[src/rtl/rvsteel_bus_pkg.sv]
// rvsteel_bus_pkg: bus widths, arbiter state encoding and the per-manager request bundle
// shared by the arbiter and its round-robin picker.
package rvsteel_bus_pkg;

   localparam int ADDR_WIDTH = 32;
   localparam int DATA_WIDTH = 32;
   localparam int STRB_WIDTH = 4;

   typedef enum logic {IDLE, BUSY} arb_state_t;

   typedef struct packed {
      logic [ADDR_WIDTH-1:0] address;
      logic                  read;
      logic                  write;
      logic [DATA_WIDTH-1:0] write_data;
      logic [STRB_WIDTH-1:0] write_strobe;
   } mgr_req_t;

   function automatic int unsigned rr_index(int unsigned base, int unsigned offset, int unsigned n);
      return (base + offset) % n;
   endfunction

endpackage

[src/rtl/rvsteel_rr_picker.sv]
// rvsteel_rr_picker: combinational round-robin search, first requester at or after pointer.
module rvsteel_rr_picker
   import rvsteel_bus_pkg::*;
#(
   parameter int N     = 2,
   parameter int IDX_W = (N > 1) ? $clog2(N) : 1
) (
   input  logic [N-1:0]     request,
   input  logic [IDX_W-1:0] pointer,
   output logic [IDX_W-1:0] grant,
   output logic             valid
);

   // Walk offsets from far to near so the nearest requester is written last and wins.
   always_comb begin
      grant = '0;
      valid = |request;
      for (int k = N - 1; k >= 0; k--)
         if (request[IDX_W'(rr_index(32'(pointer), k, N))])
            grant = IDX_W'(rr_index(32'(pointer), k, N));
   end

endmodule

[src/rtl/rvsteel_bus_arbiter.sv]
// rvsteel_bus_arbiter: round-robin share of the single subordinate port between bus managers,
// one transaction in flight, with a watchdog that answers for a silent subordinate.
module rvsteel_bus_arbiter
   import rvsteel_bus_pkg::*;
#(
   parameter int NUM_MANAGERS   = 2,
   parameter int TIMEOUT_CYCLES = 16
) (
   input  logic                               clock,
   input  logic                               reset,
   input  logic [NUM_MANAGERS*ADDR_WIDTH-1:0] m_rw_address,
   input  logic [NUM_MANAGERS-1:0]            m_read_request,
   input  logic [NUM_MANAGERS-1:0]            m_write_request,
   input  logic [NUM_MANAGERS*DATA_WIDTH-1:0] m_write_data,
   input  logic [NUM_MANAGERS*STRB_WIDTH-1:0] m_write_strobe,
   output logic [NUM_MANAGERS*DATA_WIDTH-1:0] m_read_data,
   output logic [NUM_MANAGERS-1:0]            m_read_response,
   output logic [NUM_MANAGERS-1:0]            m_write_response,
   output logic [ADDR_WIDTH-1:0]              s_rw_address,
   output logic                               s_read_request,
   output logic                               s_write_request,
   output logic [DATA_WIDTH-1:0]              s_write_data,
   output logic [STRB_WIDTH-1:0]              s_write_strobe,
   input  logic [DATA_WIDTH-1:0]              s_read_data,
   input  logic                               s_read_response,
   input  logic                               s_write_response,
   output logic                               bus_error
);

   localparam int IDX_W = (NUM_MANAGERS > 1) ? $clog2(NUM_MANAGERS) : 1;
   localparam int CNT_W = $clog2(TIMEOUT_CYCLES);
   localparam logic [CNT_W-1:0] LAST_COUNT = CNT_W'(TIMEOUT_CYCLES - 1);
   localparam logic [IDX_W-1:0] LAST_MGR   = IDX_W'(NUM_MANAGERS - 1);

   arb_state_t              state, next_state;
   logic [IDX_W-1:0]        owner, rr_pointer, pick;
   logic                    pick_valid, op_read, hit, expired;
   logic [CNT_W-1:0]        count;
   logic [NUM_MANAGERS-1:0] req_vec;
   mgr_req_t                req [NUM_MANAGERS];
   mgr_req_t                sel;

   always_comb
      for (int i = 0; i < NUM_MANAGERS; i++) begin
         req[i].address      = m_rw_address[ADDR_WIDTH*i +: ADDR_WIDTH];
         req[i].read         = m_read_request[i];
         req[i].write        = m_write_request[i];
         req[i].write_data   = m_write_data[DATA_WIDTH*i +: DATA_WIDTH];
         req[i].write_strobe = m_write_strobe[STRB_WIDTH*i +: STRB_WIDTH];
         req_vec[i]          = m_read_request[i] | m_write_request[i];
      end

   rvsteel_rr_picker #(.N(NUM_MANAGERS), .IDX_W(IDX_W)) picker (
      .request (req_vec),
      .pointer (rr_pointer),
      .grant   (pick),
      .valid   (pick_valid)
   );

   always_ff @(posedge clock)
      if (reset) state <= IDLE;
      else       state <= next_state;

   // Every output is gated by reset so nothing leaks while the arbiter is held in reset.
   always_comb begin
      next_state       = state;
      sel              = req[(state == IDLE) ? pick : owner];
      hit              = op_read ? s_read_response : s_write_response;
      expired          = count == LAST_COUNT;
      s_rw_address     = '0;
      s_write_data     = '0;
      s_write_strobe   = '0;
      s_read_request   = 1'b0;
      s_write_request  = 1'b0;
      m_read_data      = '0;
      m_read_response  = '0;
      m_write_response = '0;
      bus_error        = 1'b0;
      if (!reset && (state == BUSY || pick_valid)) begin
         s_rw_address   = sel.address;
         s_write_data   = sel.write_data;
         s_write_strobe = sel.write_strobe;
      end
      if (!reset && state == IDLE && pick_valid) begin
         s_read_request  = sel.read;
         s_write_request = sel.write & ~sel.read;
         next_state      = BUSY;
      end
      if (!reset && state == BUSY && (hit || expired)) begin
         next_state = IDLE;
         bus_error  = ~hit;
         for (int i = 0; i < NUM_MANAGERS; i++)
            if (owner == IDX_W'(i)) begin
               m_read_response[i]                    = op_read;
               m_write_response[i]                   = ~op_read;
               m_read_data[DATA_WIDTH*i +: DATA_WIDTH] = (op_read && hit) ? s_read_data : '0;
            end
      end
   end

   always_ff @(posedge clock)
      if (reset) begin
         owner      <= '0;
         rr_pointer <= '0;
         op_read    <= 1'b0;
         count      <= '0;
      end else if (state == IDLE) begin
         count <= '0;
         if (pick_valid) begin
            owner   <= pick;
            op_read <= sel.read;
         end
      end else begin
         count <= count + 1'b1;
         if (next_state == IDLE)
            rr_pointer <= (owner == LAST_MGR) ? '0 : owner + 1'b1;
      end

endmodule

[config.mk]
export PLATFORM = sky130hd
export DESIGN_NAME = rvsteel_bus_arbiter
export DESIGN_NICKNAME = d
export VERILOG_FILES = /design/src/rtl/rvsteel_bus_pkg.sv /design/src/rtl/rvsteel_rr_picker.sv /design/src/rtl/rvsteel_bus_arbiter.sv
export SDC_FILE = /design/constraint.sdc
export NUM_CORES = 1
export LEC_CHECK = 0
export CORE_AREA = 2 2 122 124
export CTS_BUF_LIST = sky130_fd_sc_hd__clkbuf_8
export DETAILED_ROUTE_END_ITERATION = 8
export DIE_AREA = 0 0 124 126
export GPL_TIMING_DRIVEN = 0
export PLACE_DENSITY = 0.65
export RECOVER_POWER = 100
export SLEW_MARGIN = 10
export SYNTH_ARGS = -nofsm -noshare
export SYNTH_HDL_FRONTEND = slang
export SYNTH_HIERARCHICAL = 1
export SYNTH_SLANG_ARGS = --single-unit
[constraint.sdc]
create_clock -name clock -period 4.19 [get_ports clock]
set_clock_uncertainty 0.2 [all_clocks]
set_input_delay 0.838 -clock clock [delete_from_list [all_inputs] [get_ports clock]]
set_output_delay 0.838 -clock clock [all_outputs]
set_load 0.01 [all_outputs]
; ---- Word level (Yosys, flattened, before mapping)
; Index checks and enable logic that the tools add are counted.
[totals]
in_bits = 176
regBits = 8
[op_classes]
eq_ne = 1
n_bitwise = 9
n_addsub = 3
order_cmp = 3
muxes = 30
reduce_logical = 13
[ops]
columns = cell, n
row1 = 70-bit 2-to-1 mux, 3
row2 = 32-bit 2-to-1 mux, 5
row3 = 64-bit 2-to-1 mux, 1
row4 = 1-bit 2-to-1 mux, 18
row5 = 1-bit logical AND, 6
row6 = 1-bit NOT, 5
row7 = 4-bit by 1-bit adder with 4-bit output (second input constant), 1
row8 = 4-bit equality test (second input constant), 1
row9 = 1-bit by 2-bit < comparator with 1-bit output (second input constant), 2
row10 = 2-bit 2-to-1 mux, 2
row11 = 4-bit 2-to-1 mux, 1
row12 = 2-bit AND reduction, 2
row13 = 2-bit OR reduction, 2
row14 = 1-bit adder (second input constant), 2
row15 = 2-bit greater-or-equal comparator (second input constant), 1
row16 = 1-bit logical OR, 2
row17 = 1-bit NOT with 2-bit output, 1
row18 = 1-bit OR, 2
row19 = 1-bit bitwise AND, 1
row20 = 1-bit logical NOT, 1

; ---- Logic depth before layout (Yosys ltp)
; Gate-level depths: netlist (run 1).
[logic_depth]
ltp_word = 13
mapped_depth = 7
ltp_nobuf = 5

; ---- By module
; The synthesis (run 1) kept the hierarchy.
[by_module_without_submodules]
columns = module, n_inst, area_per_inst_um2, seq_area_each_um2, cells_per_inst
row1 = rvsteel_bus_arbiter, 1, 1920.6, 160.2, 349
row2 = rvsteel_rr_picker, 1, 17.5, 0.0, 3

; ---- Worst setup path before layout (run 1)
; No wires, ideal clock.
[synth_timing]
path_kind = input to output
startpoint = input m_read_request[0]
endpoint = output s_write_request
t_required_ns = 3.152
setup_slack_ns = 0.957
arrival_time_ns = 2.195
path_buffers = 0
path_stages = 5
cell_sequence = or2_2 -> a21boi_1 -> mux2_4 -> nand3b_1 -> a2111oi_2
[synth_between]
elab_chain_len = 13
elab_cells_between_ends = 17
cone_classes = mux (11) / bitwise (4) / reduce/logical (2)
[synth_rtl]
columns = element, line_no
row1 = start: declaration, rvsteel_bus_arbiter.sv:12  ; input logic [NUM_MANAGERS-1:0] m_read_request,
row2 = 1-bit OR *, rvsteel_bus_arbiter.sv:50  ; req_vec[i] = m_read_request[i] | m_write_request[i];
row3 = 1-bit 2-to-1 mux (not written as such) (2 in a row), rvsteel_rr_picker.sv:19  ; if (request[IDX_W'(rr_index(32'(pointer), k, N))])
row4 = 1-bit 2-to-1 mux, rvsteel_rr_picker.sv:19
row5 = 1-bit 2-to-1 mux *, rvsteel_rr_picker.sv:19
row6 = named net pick, rvsteel_bus_arbiter.sv:36  ; logic [IDX_W-1:0] owner, rr_pointer, pick;
row7 = 1-bit 2-to-1 mux *, rvsteel_bus_arbiter.sv:67  ; sel = req[(state == IDLE) ? pick : owner];
row8 = 1-bit NOT with 2-bit output *, rvsteel_bus_arbiter.sv:67
row9 = 70-bit 2-to-1 mux * (3 in a row), rvsteel_bus_arbiter.sv:67
row10 = 1-bit NOT, rvsteel_bus_arbiter.sv:86  ; s_write_request = sel.write & ~sel.read;
row11 = 1-bit bitwise AND *, rvsteel_bus_arbiter.sv:86
row12 = 1-bit 2-to-1 mux *, rvsteel_bus_arbiter.sv:84  ; if (!reset && state == IDLE && pick_valid) begin
row13 = end: declaration, rvsteel_bus_arbiter.sv:21  ; output logic s_write_request,
; The timed path passes the listed nets; every way through them passes the cells marked *. The select of a mux whose other input is x is not followed.

; ---- Worst setup path in the final report (run 1)
[layout_timing]
startpoint = input m_write_request[0]
endpoint = output s_write_data[4]
[layout_between]
elab_chain_len = 11
elab_cells_between_ends = 16
cone_classes = mux (11) / bitwise (2) / reduce/logical (3)
[layout_rtl]
columns = element, line_no
row1 = start: declaration, rvsteel_bus_arbiter.sv:13  ; input logic [NUM_MANAGERS-1:0] m_write_request,
row2 = 1-bit OR *, rvsteel_bus_arbiter.sv:50
row3 = named net req_vec[0], rvsteel_bus_arbiter.sv:39  ; logic [NUM_MANAGERS-1:0] req_vec;
row4 = 1-bit 2-to-1 mux (not written as such) (2 in a row), rvsteel_rr_picker.sv:19
row5 = 1-bit 2-to-1 mux, rvsteel_rr_picker.sv:19
row6 = 1-bit 2-to-1 mux *, rvsteel_rr_picker.sv:19
row7 = named net pick, rvsteel_bus_arbiter.sv:36
row8 = 1-bit 2-to-1 mux *, rvsteel_bus_arbiter.sv:67
row9 = 1-bit NOT with 2-bit output *, rvsteel_bus_arbiter.sv:67
row10 = 70-bit 2-to-1 mux * (3 in a row), rvsteel_bus_arbiter.sv:67
row11 = 32-bit 2-to-1 mux *, rvsteel_bus_arbiter.sv:79  ; if (!reset && (state == BUSY || pick_valid)) begin
row12 = end: declaration, rvsteel_bus_arbiter.sv:22  ; output logic [DATA_WIDTH-1:0] s_write_data,
; Marks and branches as above.

==> results of run 1 <==
==> per-layer routing <==
| layer | vias up | track usage, % | share of wire [%] |
|---|---|---|---|
| met5 | - | 0 | 0.073 |
| met4 | 2 | 1.98 | 0.48 |
| met3 | 7 | 5.07 | 13 |
| met2 | 195 | 27.8 | 49 |
| met1 | 1518 | 15.6 | 37 |
| li1 | 1775 | - | - |
==> where the power goes <==
| group | internal (W) | leakage (nW) | switching [W] |
|---|---|---|---|
| logic | 0.000310 | 2.32 | 0.000221 |
| registers | 0.0000809 | 0.0657 | 0.00000338 |
| clock network | 0.0000624 | 0.0216 | 0.0000331 |
| total | 0.000454 | 2.41 | 0.000258 |
==> flip-flops by register name (all words and copies together) (netlist names) <==
signal,count
state,1
owner,1
op_read,1
rr_pointer,1
count,4
==> kinds of logic after synthesis <==
logic type | after synthesis | synth area share, %
muxes | 5 | 3.55
xor gates and xnor gates | 2 | 0.904
DFF | 8 | 8.26
buffers and inverters | 34 | 9.68
AOI/OAI and AO/OA | 76 | 21.1
adders and majority gates | 1 | 0.645
and+or+nand+nor | 226 | 55.8
==> through the flow <==
| step | total power [W] | cells |
|---|---|---|
| floorplan | 0.000288 | 352 |
| detailed placement | 0.000632 | 850 |
| finish | 0.000711 | 860 |
| CTS | 0.000724 | 858 |
| global route | 0.000769 | 860 |
| global placement | 0.000633 | 850 |
==> synthesized netlist by cell type (3+ instances only) <==
cell type | n | area [um^2]
buf_6 | 3 | 33.8
nand2_1 | 137 | 514
inv_1 | 5 | 18.8
a21oi_1 | 68 | 340
and2_1 | 65 | 407
buf_4 | 6 | 45.0
dfxtp_1 | 8 | 160
nor2_1 | 7 | 26.3
buf_2 | 9 | 45.0
nor2b_1 | 3 | 18.8
clkbuf_1 | 8 | 30.0
clkbuf_2 | 3 | 15.0
==> final cells by class <==
cell class | count | area [um^2] | share of cell area [%]
plain buffers | 29 | 199 | 3.67
flip-flops and latches | 8 | 160 | 2.96
multi-input cells | 310 | 1620 | 29.9
inverters | 5 | 18.8 | 0.346
repair buffers | 321 | 3150 | 58.1
clock buffers | 3 | 41.3 | 0.762
well taps | 184 | 230 | 4.25
==> critical path: stages <==
cell             delay (ns)
clkdlybuf4s50_1        0.47
or2_2                  0.34
a21boi_4               0.20
mux2_4                 0.23
clkbuf_4               0.20
nand2_1                0.06
a21oi_1                0.15
clkdlybuf4s50_1        0.56
==> what timing repair did <==
item	4_1_cts	5_1_grt
pin swaps	2	1
gates resized for setup	55	19
hold buffers	0	0
buffers inserted	5	2
gates cloned	0	0
setup endpoints to repair	70	44
==> path summary, 6_finish.rpt <==
| check | startpoint | depth (start not counted) | slack (ns) | end |
|---|---|---|---|---|
| max reg2reg | state | 5 | 2.51 | op_read |
| min | count[0] | 1 | 0.24 | count[0] |
| max | m_write_request[0] | 8 | 0.09 | s_write_data[4] |
| min reg2reg | count[0] | 1 | 0.24 | count[0] |
==> metrics.md, run 1 <==
| Metric | Value |
|---|---|
| Ports | `around 320` |
| Sequential share of the synthesized area | `slightly above 8%` |
| Worst path required time | `about 3.2 ns` |
| Commonest non-fill, non-tap cells in the layout | `244 x clkdlybuf4s50_1, 137 x nand2_1, 68 x a21oi_1, 41 x dlygate4sd2_1, 36 x and2_1` |
| DRC | `0` |
| Total global-route track usage | `between 10% and 20%` |
| RSZ-0062 raised after global routing | `no` |
| ANT cells | `0` |
| # rows | `between 40 and 50` |
| Mapped Nets | `between 500 and 600` |
| Clk Latency, worst-skew pair | `approximately 0.24 ns` |
| Nets@finish | `855` |
| Top FF cell, synth | `dfxtp_1` |
| CTS clock-pin slew for the worst setup and hold paths | `roughly 0.040 ns` |
| Final core utilization | `between 30% and 40%` |
| Largest net degree at the start of global routing | `11` |
| Worst Tran Pin Value | `between 0.4 and 0.5 ns` |
| Setup violations, final | `0` |
| Run status | `complete, no violations` |
| Fill count | `roughly 1500` |
| Startpoint Class | `input pin` |
| IR drop worst, VDD | `approximately 0.07 mV` |
| Pre-CTS setup slack | `-0.663 ns` |
| CTS tree | `built` |
| Post-synth ARST share | `0%` |
| Dpl cell area | `5310 um^2` |
| Crit share post-route | `a little over nine tenths` |
| Setup tns final | `0 ns` |
| WP data arrival | `about 3.1 ns` |
| Drt pass-1 iters | `4` |
| MaxCap Viol Count | `0` |
| Setup Crit Path Kind | `in -> out` |
| Max Fanout on Critical Path | `10` |
| DP HPWL | `10100 um` |
| Via density | `4.07` |
| Hold slack | `around 0.24 ns` |
| Slew Limit Fails | `0` |
| Pwr Density | `approximately 130 nW/um^2` |
| CP Capture Type | `output port` |
| Initial antenna violation count | `1` |
| Worst slew margin | `approximately 71%` |
| CTS H-tree depth | `1` |
| Flops & latches, synth | `8` |
| Core Area | `14300 um^2` |
| Die Ht | `roughly 130 um` |
| Avg WL per Cell | `14.4 um` |
| Port Buffers | `314` |
| Initial Utilization | `13.5%` |
| Synth-to-layout area growth | `180%` |
| Num CTS Buffers | `3` |
| CTS Buffer Depth | `2` |
| Antenna Nets Post-Route | `0` |
| Gate count of the mapped netlist | `about 350` |
| Mean cell area of the mapped netlist | `~5.5 um^2` |
| Die width | `between 100 and 150 um` |
| Total clock sinks | `8` |
| Placer Congestion | `0.773` |
| Post-route setup slack | `approximately 0.093 ns` |
| Netlist cell types | `37` |
| Fmax | `~240 MHz` |
| Hold Path Class | `reg -> reg` |
| Vias in the first global route | `roughly 3500` |
| Die area | `~16000 um^2` |
| Hold Fails Final Rpt | `0` |
| EDFF count, synth | `0` |
| GR Overflow Total | `0` |
| WL final | `12400 um` |
| Iteration-0 DRC Markers | `just under 90` |
| First-pass GRT wire length | `between 15000 and 20000 um` |
| Layout cell share with drive strength beyond 1 | `slightly above 7%` |
| Post-Syn Area | `around 1900 um^2` |
| Vias after detailed routing | `3497` |
| Design Area, Final | `5420 um^2` |
| Min Tclk post-route | `4.10 ns` |
| Yosys warnings | `6` |
| Commonest non-fill, non-tap cell in the layout | `clkdlybuf4s50_1` |
| CTS root buf | `clkbuf_8` |
| LEAKAGE | `around 2.4 nW` |
No activity file was read; power rests on OpenSTA's default activity.
==> run 2: changes to the inputs <==
Settings changed: CTS_CLUSTER_DIAMETER from default to 50.
==> results of run 2 <==
Same layout as run 1: the final DEF is identical, and so are final timing and power.
